**config.mk**
```make
export PLATFORM = sky130hd
export DESIGN_NAME = cpu_datapath_seq
export DESIGN_NICKNAME = d
export VERILOG_FILES = /design/src/rtl/cpu_datapath_seq.sv
export SDC_FILE = /design/constraint.sdc
export NUM_CORES = 1
export LEC_CHECK = 0
export CAP_MARGIN = 30
export CORE_ASPECT_RATIO = 1.1
export CORE_UTILIZATION = 50
export DETAILED_ROUTE_END_ITERATION = 8
export HOLD_SLACK_MARGIN = 0.05
export PLACE_DENSITY_LB_ADDON = 0.12
export RECOVER_POWER = 50
export SLEW_MARGIN = 40
export SYNTH_ARGS = -nofsm -noshare
export SYNTH_HDL_FRONTEND = slang
export SYNTH_SLANG_ARGS = --single-unit
export TNS_END_PERCENT = 10
```
**constraint.sdc**
```tcl
create_clock -name clk -period 6.65 [get_ports clk]
set_input_delay 0.665 -clock clk [delete_from_list [all_inputs] [get_ports clk]]
set_output_delay 0.665 -clock clk [all_outputs]
set_load 0.005 [all_outputs]
```
**src/rtl/cpu_datapath_seq.sv**
```systemverilog
// cpu_datapath_seq: register bank, operand latches, ALU and flag register,
// sequenced as IDLE -> EXEC -> WB with a valid/ready operation handshake.
// Flag register order is {N, Z, F, L, C} (bit 4 down to bit 0).
module cpu_datapath_seq #(
  parameter int DATA_W   = 16,
  parameter int NUM_REGS = 16,
  parameter int SEL_W    = 4,
  parameter int FLAG_W   = 5
) (
  input  logic              clk,
  input  logic              reset,
  input  logic              op_valid,
  output logic              op_ready,
  input  logic [3:0]        op_code,
  input  logic [SEL_W-1:0]  rd_sel,
  input  logic [SEL_W-1:0]  ra_sel,
  input  logic [SEL_W-1:0]  rb_sel,
  input  logic              imm_sel,
  input  logic [7:0]        imm,
  output logic              op_done,
  output logic [DATA_W-1:0] result,
  output logic [FLAG_W-1:0] flags,
  input  logic [SEL_W-1:0]  dbg_sel,
  output logic [DATA_W-1:0] dbg_data,
  output logic [DATA_W-1:0] r_last
);

  localparam int SH_W = $clog2(DATA_W);

  localparam int FLAG_C = 0;
  localparam int FLAG_L = 1;
  localparam int FLAG_F = 2;
  localparam int FLAG_Z = 3;
  localparam int FLAG_N = 4;

  typedef enum logic [3:0] {
    OP_NOP = 4'd0,
    OP_ADD = 4'd1,
    OP_SUB = 4'd2,
    OP_AND = 4'd3,
    OP_OR  = 4'd4,
    OP_XOR = 4'd5,
    OP_NOT = 4'd6,
    OP_LSH = 4'd7,
    OP_RSH = 4'd8,
    OP_MOV = 4'd9,
    OP_CMP = 4'd10
  } op_e;

  typedef enum logic [1:0] {
    ST_IDLE = 2'd0,
    ST_EXEC = 2'd1,
    ST_WB   = 2'd2
  } state_e;

  logic [DATA_W-1:0] regs [NUM_REGS];
  state_e            state;
  logic [DATA_W-1:0] opa;
  logic [DATA_W-1:0] opb;
  logic [3:0]        op_q;
  logic [SEL_W-1:0]  rd_q;
  logic [FLAG_W-1:0] flags_nxt;

  logic [DATA_W-1:0] opb_src;
  logic [DATA_W:0]   sum;
  logic [DATA_W:0]   diff;
  logic              add_ovf;
  logic              sub_ovf;
  logic              op_writes;
  logic [DATA_W-1:0] alu_res;
  logic [FLAG_W-1:0] alu_flags;

  assign opb_src = imm_sel ? DATA_W'(imm) : regs[rb_sel];

  // Extra top bit carries the carry-out of ADD and the borrow of SUB/CMP.
  assign sum     = {1'b0, opa} + {1'b0, opb};
  assign diff    = {1'b0, opa} - {1'b0, opb};
  assign add_ovf = (opa[DATA_W-1] == opb[DATA_W-1]) && (sum[DATA_W-1]  != opa[DATA_W-1]);
  assign sub_ovf = (opa[DATA_W-1] != opb[DATA_W-1]) && (diff[DATA_W-1] != opa[DATA_W-1]);

  // ADD through MOV are the only opcodes that write rd and refresh Z/N from the result.
  assign op_writes = (op_q >= OP_ADD) && (op_q <= OP_MOV);

  assign dbg_data = regs[dbg_sel];
  assign r_last   = regs[NUM_REGS-1];

  // ALU: result and merged next-flags; unchanged fields start from the held values.
  always_comb begin
    // NOTE: every output gets a default first so no path leaves it unassigned (no latch).
    alu_res   = result;
    alu_flags = flags;
    case (op_q)
      OP_ADD: begin
        alu_res           = sum[DATA_W-1:0];
        alu_flags[FLAG_C] = sum[DATA_W];
        alu_flags[FLAG_F] = add_ovf;
      end
      OP_SUB: begin
        alu_res           = diff[DATA_W-1:0];
        alu_flags[FLAG_C] = diff[DATA_W];
        alu_flags[FLAG_F] = sub_ovf;
      end
      OP_AND: alu_res = opa & opb;
      OP_OR:  alu_res = opa | opb;
      OP_XOR: alu_res = opa ^ opb;
      OP_NOT: alu_res = ~opa;
      OP_LSH: alu_res = opa << opb[SH_W-1:0];
      OP_RSH: alu_res = opa >> opb[SH_W-1:0];
      OP_MOV: alu_res = opb;
      OP_CMP: begin
        alu_res           = diff[DATA_W-1:0];
        alu_flags[FLAG_C] = diff[DATA_W];
        alu_flags[FLAG_L] = diff[DATA_W];
        alu_flags[FLAG_F] = sub_ovf;
        alu_flags[FLAG_N] = $signed(opa) < $signed(opb);
        alu_flags[FLAG_Z] = (opa == opb);
      end
      default: ;
    endcase
    if (op_writes) begin
      alu_flags[FLAG_Z] = (alu_res == '0);
      alu_flags[FLAG_N] = alu_res[DATA_W-1];
    end
  end

  // Sequencer with registered handshake outputs, operand latches, result and flags.
  always_ff @(posedge clk) begin
    // NOTE: sequential state uses non-blocking assignments so every register samples pre-edge values.
    if (reset) begin
      state     <= ST_IDLE;
      op_ready  <= 1'b1;
      op_done   <= 1'b0;
      opa       <= '0;
      opb       <= '0;
      op_q      <= OP_NOP;
      rd_q      <= '0;
      result    <= '0;
      flags     <= '0;
      flags_nxt <= '0;
    end else begin
      op_done <= 1'b0;
      case (state)
        ST_IDLE: begin
          if (op_valid && op_ready) begin
            opa      <= regs[ra_sel];
            opb      <= opb_src;
            op_q     <= op_code;
            rd_q     <= rd_sel;
            op_ready <= 1'b0;
            state    <= ST_EXEC;
          end
        end
        ST_EXEC: begin
          result    <= alu_res;
          flags_nxt <= alu_flags;
          op_done   <= 1'b1;
          state     <= ST_WB;
        end
        ST_WB: begin
          flags    <= flags_nxt;
          op_ready <= 1'b1;
          state    <= ST_IDLE;
        end
        default: begin
          op_ready <= 1'b1;
          state    <= ST_IDLE;
        end
      endcase
    end
  end

  // Register bank: cleared on reset, written in WB for writing opcodes only.
  always_ff @(posedge clk) begin
    if (reset) begin
      // NOTE: the bank is architecturally visible after reset, so this memory must be cleared.
      for (int i = 0; i < NUM_REGS; i++) begin
        regs[i] <= '0;
      end
    end else if (state == ST_WB && op_writes) begin
      regs[rd_q] <= result;
    end
  end

endmodule

```
# ---- Word level (Yosys, flattened, before mapping)
# Memory sizes are Yosys's and may differ from the RTL's. A register that Yosys moved wholly into a read port is not among the register bits.
# Index checks and enable logic that the tools add are counted.
dict set report op_classes {
  n_addsub 2
  magnitude_cmp 3
  n_eq_ne 18
  n_shift 2
  n_mux 20
  bitwise 5
  n_reduce_logical 11
}
# op count
set ops {}
lappend ops {{16-bit one-hot mux with 9 select lines} 1}
lappend ops {{16-bit two-way mux} 2}
lappend ops {{16-bit by 16-bit adder with 17-bit output} 1}
lappend ops {{16-bit by 16-bit subtractor with 17-bit output} 1}
lappend ops {{16-bit AND} 1}
lappend ops {{16-bit == test} 1}
lappend ops {{4-bit by 3-bit == test with 1-bit output, second input constant} 4}
lappend ops {{16-bit zero test} 1}
lappend ops {{16-bit less-than comparator} 1}
lappend ops {{16-bit inverter} 1}
lappend ops {{16-bit bitwise OR} 1}
lappend ops {{16-bit OR reduction} 1}
lappend ops {{16-bit by 4-bit left shift with 16-bit output} 1}
lappend ops {{16-bit by 4-bit >> shifter with 16-bit output} 1}
lappend ops {{16-bit bitwise XOR} 1}
lappend ops {{4-bit == test, second input constant} 3}
lappend ops {{1-bit two-way mux} 9}
lappend ops {{4-bit by 2-bit == test with 1-bit output, second input constant} 2}
lappend ops {{2-bit two-way mux} 3}
lappend ops {{1-bit one-hot mux with 2 select lines} 3}
lappend ops {{1-bit logical AND} 5}
lappend ops {{4-bit by 1-bit == test with 1-bit output, second input constant} 1}
lappend ops {{4-bit by 1-bit greater-or-equal comparator with 1-bit output, second input constant} 1}
lappend ops {{4-bit less-or-equal comparator, second input constant} 1}
lappend ops {{11 further kinds} 14}
dict set report totals {
  ff_bits 54
  ram_bits 256
  input_bits 32
  out_inout_bits 55
  word_cells 71
  memories 1
}
# memory depth width rd rd_ports_with_merged_regs wr line
set memory_table {}
lappend memory_table {regs 16 16 4 1 16 56} ;# logic [DATA_W-1:0] regs [NUM_REGS];

# ---- Logic depth before layout (Yosys ltp)
# Gate-level depths: netlist of run 1.
dict set report logic_depth {
  ltp_word 8
  mapped_depth 14
  ltp_nobuf 12
}

# ---- Worst setup path before layout of run 1
# OpenSTA, ideal clock, no wires.
dict set report synth_timing {
  path_kind {input to output}
  from {input port dbg_sel[0]}
  to {output port dbg_data[0]}
  t_arrival_ps 2614
  t_required_ps 5985
  setup_slack_ps 3371
  path_stages 4
  n_path_buf 2
  path_cell_list {clkbuf_1 buf_1 mux4_2 mux4_2}
}
dict set report synth_between {
  elab_chain_cells 1
}
# element line
set synth_rtl {}
lappend synth_rtl {{start: declaration} 23} ;# input logic [SEL_W-1:0] dbg_sel,
lappend synth_rtl {{memory read 16 x 16 bit} -}
lappend synth_rtl {{end: declaration} 24} ;# output logic [DATA_W-1:0] dbg_data,
# No other way between the ends.

==> flow_metrics.env, run 1 <==
export IMPL_grt_first_pass_wirelength_um=118000
export IMPL_fin_cells=2503
export IMPL_grt_overflow=0
export IMPL_worst_r2r_cell_count=7
export IMPL_avgSynthCellArea_um2=12.1
export IMPL_setup_tns_ps=0
export IMPL_cts_tree="done"
export IMPL_antenna_left=0
export IMPL_crit_slowest_cell="clkbuf_1"
export IMPL_pwr_density_cell_mw_per_mm2=226
export IMPL_die_w_um=207
export IMPL_drt_pass1_iterations=8
export IMPL_period_minus_slack_ps=5070
export IMPL_clock_fmax_mhz=197
export IMPL_yosysTopAreaCell="edfxtp_1"
export IMPL_cp_start_kind="flop"
export IMPL_cpPeakStageDelay_ps=1230
export IMPL_rr_startpoint="op_q[2]"
export IMPL_r2r_slack_ps=1580
export IMPL_cts_buffers=38
export IMPL_status="finished with violations"
export IMPL_fin_area_mm2=0.0252
export IMPL_worstSetupEndpointType="flop"
export IMPL_synth_cells=1909
export IMPL_yosysTopAreaCellShare_pct=33.3
export IMPL_clock_path_buffers=3
export IMPL_die_h_um=227
export IMPL_area_growth_pct=9.34
export IMPL_clock_sinks=326
export IMPL_coreArea_mm2=0.0456
export IMPL_start_util_pct=50.7
export IMPL_post_drt_wl_per_cell_um=32.8
export IMPL_worst_pin_slew_ps=2080
export IMPL_dieArea_mm2=0.0470
export IMPL_hold_path_cell_count=2
export IMPL_hold_start="flags_nxt[2]"
export IMPL_crit_buf_inv=1
export IMPL_async_reset_ff_share_pct=0
export IMPL_synth_edf_count=256
export IMPL_cts_setup_buffers=0
export IMPL_routed_wl_um=82100
export IMPL_p_sw_share_pct=30.4
export IMPL_pin_count=87
export IMPL_holdPathEnd="flags[2]"
export IMPL_grt_pass1_vias=17100
export IMPL_p_switching_mw=1.73
export IMPL_remaining_drc_errors=6
export IMPL_postCtsHoldBufs=0
export IMPL_peakVddDrop_v=0.000199
export IMPL_synth_most_common_cell="and2_1"
export IMPL_cap_violations=12
export IMPL_netlist_area_mm2=0.0231
export IMPL_portBuffers=86
export IMPL_arrival_ps=5250
export IMPL_synth_area_top_cells="edfxtp_1 (33%), mux4_2 (25%), and2_1 (7.0%)"
export IMPL_power_mw=5.69
export IMPL_ctsResizeCount=0
export IMPL_rows=82
export IMPL_ys_warn_count=0
export IMPL_crit_family="simple AND/OR/NAND/NOR gates"
export IMPL_combPwrFrac_pct=21.1
export IMPL_crit_type="flop to flop"
export IMPL_setup_violations=0
export IMPL_ys_seq_area_share_pct=39.4
export IMPL_hold_class="flop to flop"
export IMPL_place_inst=2434
export IMPL_path_clk_slew_ps=60
export IMPL_leakage_nw=8.71
export IMPL_synth_nets=1992
export IMPL_root_buffer="clkbuf_16"
export IMPL_power_share_clock_pct=36.5
export IMPL_nets=1969
export IMPL_place_hpwl_um=53200
export IMPL_crit_chain="or2_0, a21oi_1, nor3b_1, nand3_1, nor3_2, clkbuf_1, or2_2"
export IMPL_violations="DRC, capacitance limit, slew limit"
export IMPL_maxSlewHeadroom_pct=-38.4
export IMPL_drv_slew=265
export IMPL_dr_total_vias=17600
export IMPL_p_int_mw=3.96
export IMPL_drtIter0Drc=2115
export IMPL_rsz0062_at_grt="false"
export IMPL_finalCritPeriodShare_pct=76.3
export IMPL_finClkSkew_ps=23.2
export IMPL_synth_common_cells="and2_1 (259), edfxtp_1 (256), mux4_2 (256), clkbuf_1 (112), nand2_1 (107)"
export IMPL_seq_power_share_pct=42.4
export IMPL_hold_ws_ps=502
export IMPL_drive_gt1_share_pct=21.3
export IMPL_grt_use_total_pct=35.5
export IMPL_rr_endpoint="regs[12][4]"
export IMPL_insertion_delay_ps=570
export IMPL_ys_flop_type="edfxtp_1"
export IMPL_viasPerCell=7.03
export IMPL_ys_ff_latch=326
export IMPL_crit_required_ps=6830
export IMPL_yosysUniqueCellTypes=97
export IMPL_htree_levels=2
export IMPL_crit_fanout=18
export IMPL_grt_max_degree=59
export IMPL_antenna_found_initial=2
export IMPL_gp_congestion=1.04
export IMPL_placed_area_mm2=0.0242
export IMPL_hold_viol=0
[state kept, by name, summed over array words and instances, names as in the netlist]
| signal | flops |
|---|---|
| regs | 256 |
| opa | 16 |
| opb | 16 |
| result | 16 |
| flags | 5 |
| flags_nxt | 5 |
| op_q | 4 |
| rd_q | 4 |
| state | 2 |
| op_done | 1 |
| op_ready | 1 |
[kinds of logic after synthesis]
logic type	Yosys count	synth area share, %
AO/OA/AOI/OAI	325	9.65
XOR/XNOR	12	0.455
adder cells (fa/ha/maj)	51	2.83
buffers and inverters	241	4.54
flip-flops	326	39.4
multiplexers	310	27.7
AND/OR/NAND/NOR	644	15.5
[placed cells by master, fill, tap and decap left out, types with 39 or more instances in the layout]
cell type      instances
a21oi_1               94
nand2_1              107
mux2i_1               44
and2_0               107
mux4_2               256
and2_1               152
nor2_1               101
dfxtp_1               69
o21ai_0               43
ha_1                  49
edfxtp_1             256
dlygate4sd3_1         39
inv_1                 46
[area by class of cell]
class | count | area [um^2]
clock inverter | 27 | 230
inverter | 50 | 188
timing repair buffer | 128 | 1100
sequential | 326 | 9090
fill | 3911 | 20300
tap | 588 | 736
clock buffer | 41 | 962
antenna | 1 | 2.50
multi-input combinational | 1342 | 12900
[tightest hold or removal path, delay by kind of cell (launching register included)]
kind	cells	cell delay, ps
mux	1	70
flops	1	330
simple gates	1	70
[per-layer routing]
| metal | GRT usage (%) | wire length, um |
|---|---|---|
| met3 | 6.60 | 7070 |
| met1 | 45.4 | 30700 |
| met4 | 17.4 | 4760 |
| met2 | 58.0 | 39600 |
| met5 | 0 | 0 |
[worst max-delay path by stage]
stage	slack [ps]	endpoint	cells after the start	start
4_1_cts	2560	flags_nxt[3]	12	opb[1]
3_3_place_gp	2470	dbg_data[15]	5	dbg_sel[0]
6_report	1580	regs[12][4]	7	op_q[2]
3_5_place_dp	2610	flags_nxt[3]	12	opb[1]
2_1_floorplan	3370	dbg_data[0]	4	dbg_sel[0]
5_1_grt	1470	regs[12][5]	7	op_q[2]
[stage by stage]
step	worst slack [ps]	util, %
after floorplan	3370	-
after global placement	2470	53.0
after detailed placement	2610	53.0
after CTS	2560	55.6
after global routing	1470	55.4
final	1580	55.4
[power by group through the flow]
stage          Combinational, mW  Clock [mW]  Sequential [mW]
2_1_floorplan              0.871           0             2.37
3_3_place_gp                1.18           0             2.45
3_5_place_dp                1.18           0             2.45
4_1_cts                     1.19        2.09             2.41
5_1_grt                     1.27        2.17             2.42
6_report                    1.20        2.08             2.42
No activity file was read; power rests on OpenSTA's default activity.
==> inputs of run 2 (changes only) <==
==> constraint.sdc (replaced) <==
create_clock -name clk -period 4.1 [get_ports clk]
set_input_delay 0.41 -clock clk [delete_from_list [all_inputs] [get_ports clk]]
set_output_delay 0.41 -clock clk [all_outputs]
set_load 0.005 [all_outputs]
==> flow_metrics.env, run 2 (synthesized netlist as in run 1, its figures left out) <==
export IMPL_status="finished with violations"
export IMPL_violations="DRC, capacitance limit, slew limit"
export IMPL_portBuffers=86
export IMPL_die_w_um=207
export IMPL_crit_fanout=9
export IMPL_placed_area_mm2=0.0247
export IMPL_hold_path_cell_count=3
export IMPL_peakVddDrop_v=0.000338
export IMPL_root_buffer="clkbuf_16"
export IMPL_drtIter0Drc=1916
export IMPL_diodes=0
export IMPL_antenna_left=0
export IMPL_clock_sinks=326
export IMPL_routed_wl_um=79100
export IMPL_leakage_nw=9.06
export IMPL_setup_tns_ps=0
export IMPL_arrival_ps=4110
export IMPL_rr_startpoint="opa[0]"
export IMPL_nets=2024
export IMPL_cap_violations=3
export IMPL_finalCritPeriodShare_pct=89.2
export IMPL_cts_setup_buffers=0
export IMPL_power_share_clock_pct=37.0
export IMPL_cts_buffers=37
export IMPL_grt_pass1_vias=17100
export IMPL_path_clk_slew_ps=60
export IMPL_rr_endpoint="flags_nxt[3]"
export IMPL_worstSetupEndpointType="flop"
export IMPL_viasPerCell=6.84
export IMPL_cts_tree="done"
export IMPL_pin_count=87
export IMPL_worst_r2r_cell_count=13
export IMPL_grt_use_total_pct=34.3
export IMPL_finClkSkew_ps=31.0
export IMPL_grt_first_pass_wirelength_um=116000
export IMPL_antenna_found_initial=0
export IMPL_clock_path_buffers=3
export IMPL_setup_violations=0
export IMPL_final_core_util_pct=56.8
export IMPL_crit_type="flop to flop"
export IMPL_grt_max_degree=66
export IMPL_p_switching_mw=2.84
export IMPL_grt_overflow=0
export IMPL_dieArea_mm2=0.0470
export IMPL_drv_slew=115
export IMPL_clock_fmax_mhz=273
export IMPL_hold_class="input pin to flop"
export IMPL_coreArea_mm2=0.0456
export IMPL_hold_ws_ps=410
export IMPL_worst_pin_slew_ps=3040
export IMPL_hold_start="rd_sel[0]"
export IMPL_cp_start_kind="flop"
export IMPL_r2r_slack_ps=440
export IMPL_post_drt_wl_per_cell_um=30.9
export IMPL_fin_area_mm2=0.0259
export IMPL_hold_viol=0
export IMPL_holdPathEnd="rd_q[0]"
export IMPL_ctsResizeCount=0
export IMPL_place_hpwl_um=58100
export IMPL_rows=82
export IMPL_p_sw_share_pct=29.9
export IMPL_p_int_mw=6.67
export IMPL_area_growth_pct=12.0
export IMPL_period_minus_slack_ps=3660
export IMPL_seq_power_share_pct=40.8
export IMPL_remaining_drc_errors=3
export IMPL_drt_pass1_iterations=7
export IMPL_drive_gt1_share_pct=23.1
export IMPL_gp_congestion=1.03
export IMPL_die_h_um=227
export IMPL_pwr_density_cell_mw_per_mm2=368
export IMPL_htree_levels=2
export IMPL_largest_reg_flops=256
export IMPL_postCtsHoldBufs=0
export IMPL_layout_common_cells="mux4_2 (256), edfxtp_1 (256), and2_1 (175)"
export IMPL_dr_total_vias=17500
export IMPL_start_util_pct=50.7
export IMPL_regMostFlops="regs"
export IMPL_maxSlewHeadroom_pct=-103
export IMPL_crit_required_ps=4550
export IMPL_insertion_delay_ps=580
export IMPL_combPwrFrac_pct=22.2
export IMPL_rsz0062_at_grt="false"
export IMPL_critPathLaunch="opa[0]"
## run 2: cell count changes in the layout (fill, tap and decap cells not counted), sizes merged, moves of 2 or more
cell      change
clkinv        -6
clkinvlp      +2
clkbuf       +12
buf          +49
inv           -3
bufinv        +2
## run 2: cell type report
type / instances / area, um^2
fillers: 3876 / 19700
clock buffers: 46 / 1000
multi-input cells: 1342 / 12900
inverters: 50 / 188
flip-flops and latches: 326 / 9090
repair buffers: 184 / 1620
clock inverters: 22 / 285
well taps: 588 / 736
## run 2: critical path: stages, from the launching register on
cell and delay [ps]:
dfxtp_1 490, inv_1 110, ha_1 260, fa_1 430, o21bai_1 230, a31o_2 280
nor2_1 70, xor2_1 140, a221oi_1 440, o2111ai_1 300, nor4_2 460, buf_4 180
nand4_1 70, o21ai_1 90
## run 2: how the worst max path moves through the flow
| stage | endpoint | slack (ps) | cells past startpoint |
|---|---|---|---|
| 3_5_place_dp | flags_nxt[3] | 550 | 13 |
| 6_report | flags_nxt[3] | 440 | 13 |
| 3_3_place_gp | flags_nxt[3] | 560 | 11 |
| 5_1_grt | flags_nxt[3] | 270 | 11 |
| 2_1_floorplan | flags_nxt[3] | 990 | 14 |
| 4_1_cts | flags_nxt[3] | 540 | 13 |
## run 2: power by group through the flow
stage / clock, mW / sequential [mW] / combinational (mW)
finish: 3.52 / 3.88 / 2.11
global route: 3.68 / 3.90 / 2.23
CTS: 3.56 / 3.87 / 2.10
detailed placement: 0 / 3.94 / 2.09
global placement: 0 / 3.93 / 2.09
floorplan: 0 / 3.84 / 1.41
## run 2: layer usage
metal  GRT usage [%]  up-vias  share of wire [%]
li1                -     7428                  -
met1            45.3     8976                 39
met2            56.6      909                 49
met3            5.08      185                7.2
met4            14.8        0                4.9
met5               0        -                  0
## run 2: metrics by stage
| stage | setup WS (ps) | total power [mW] | instances |
|---|---|---|---|
| after floorplan | 991 | 5.25 | 1909 |
| after global placement | 557 | 6.02 | 2490 |
| after detailed placement | 550 | 6.03 | 2490 |
| after CTS | 537 | 9.53 | 2558 |
| after global routing | 268 | 9.81 | 2558 |
| final | 443 | 9.52 | 2558 |
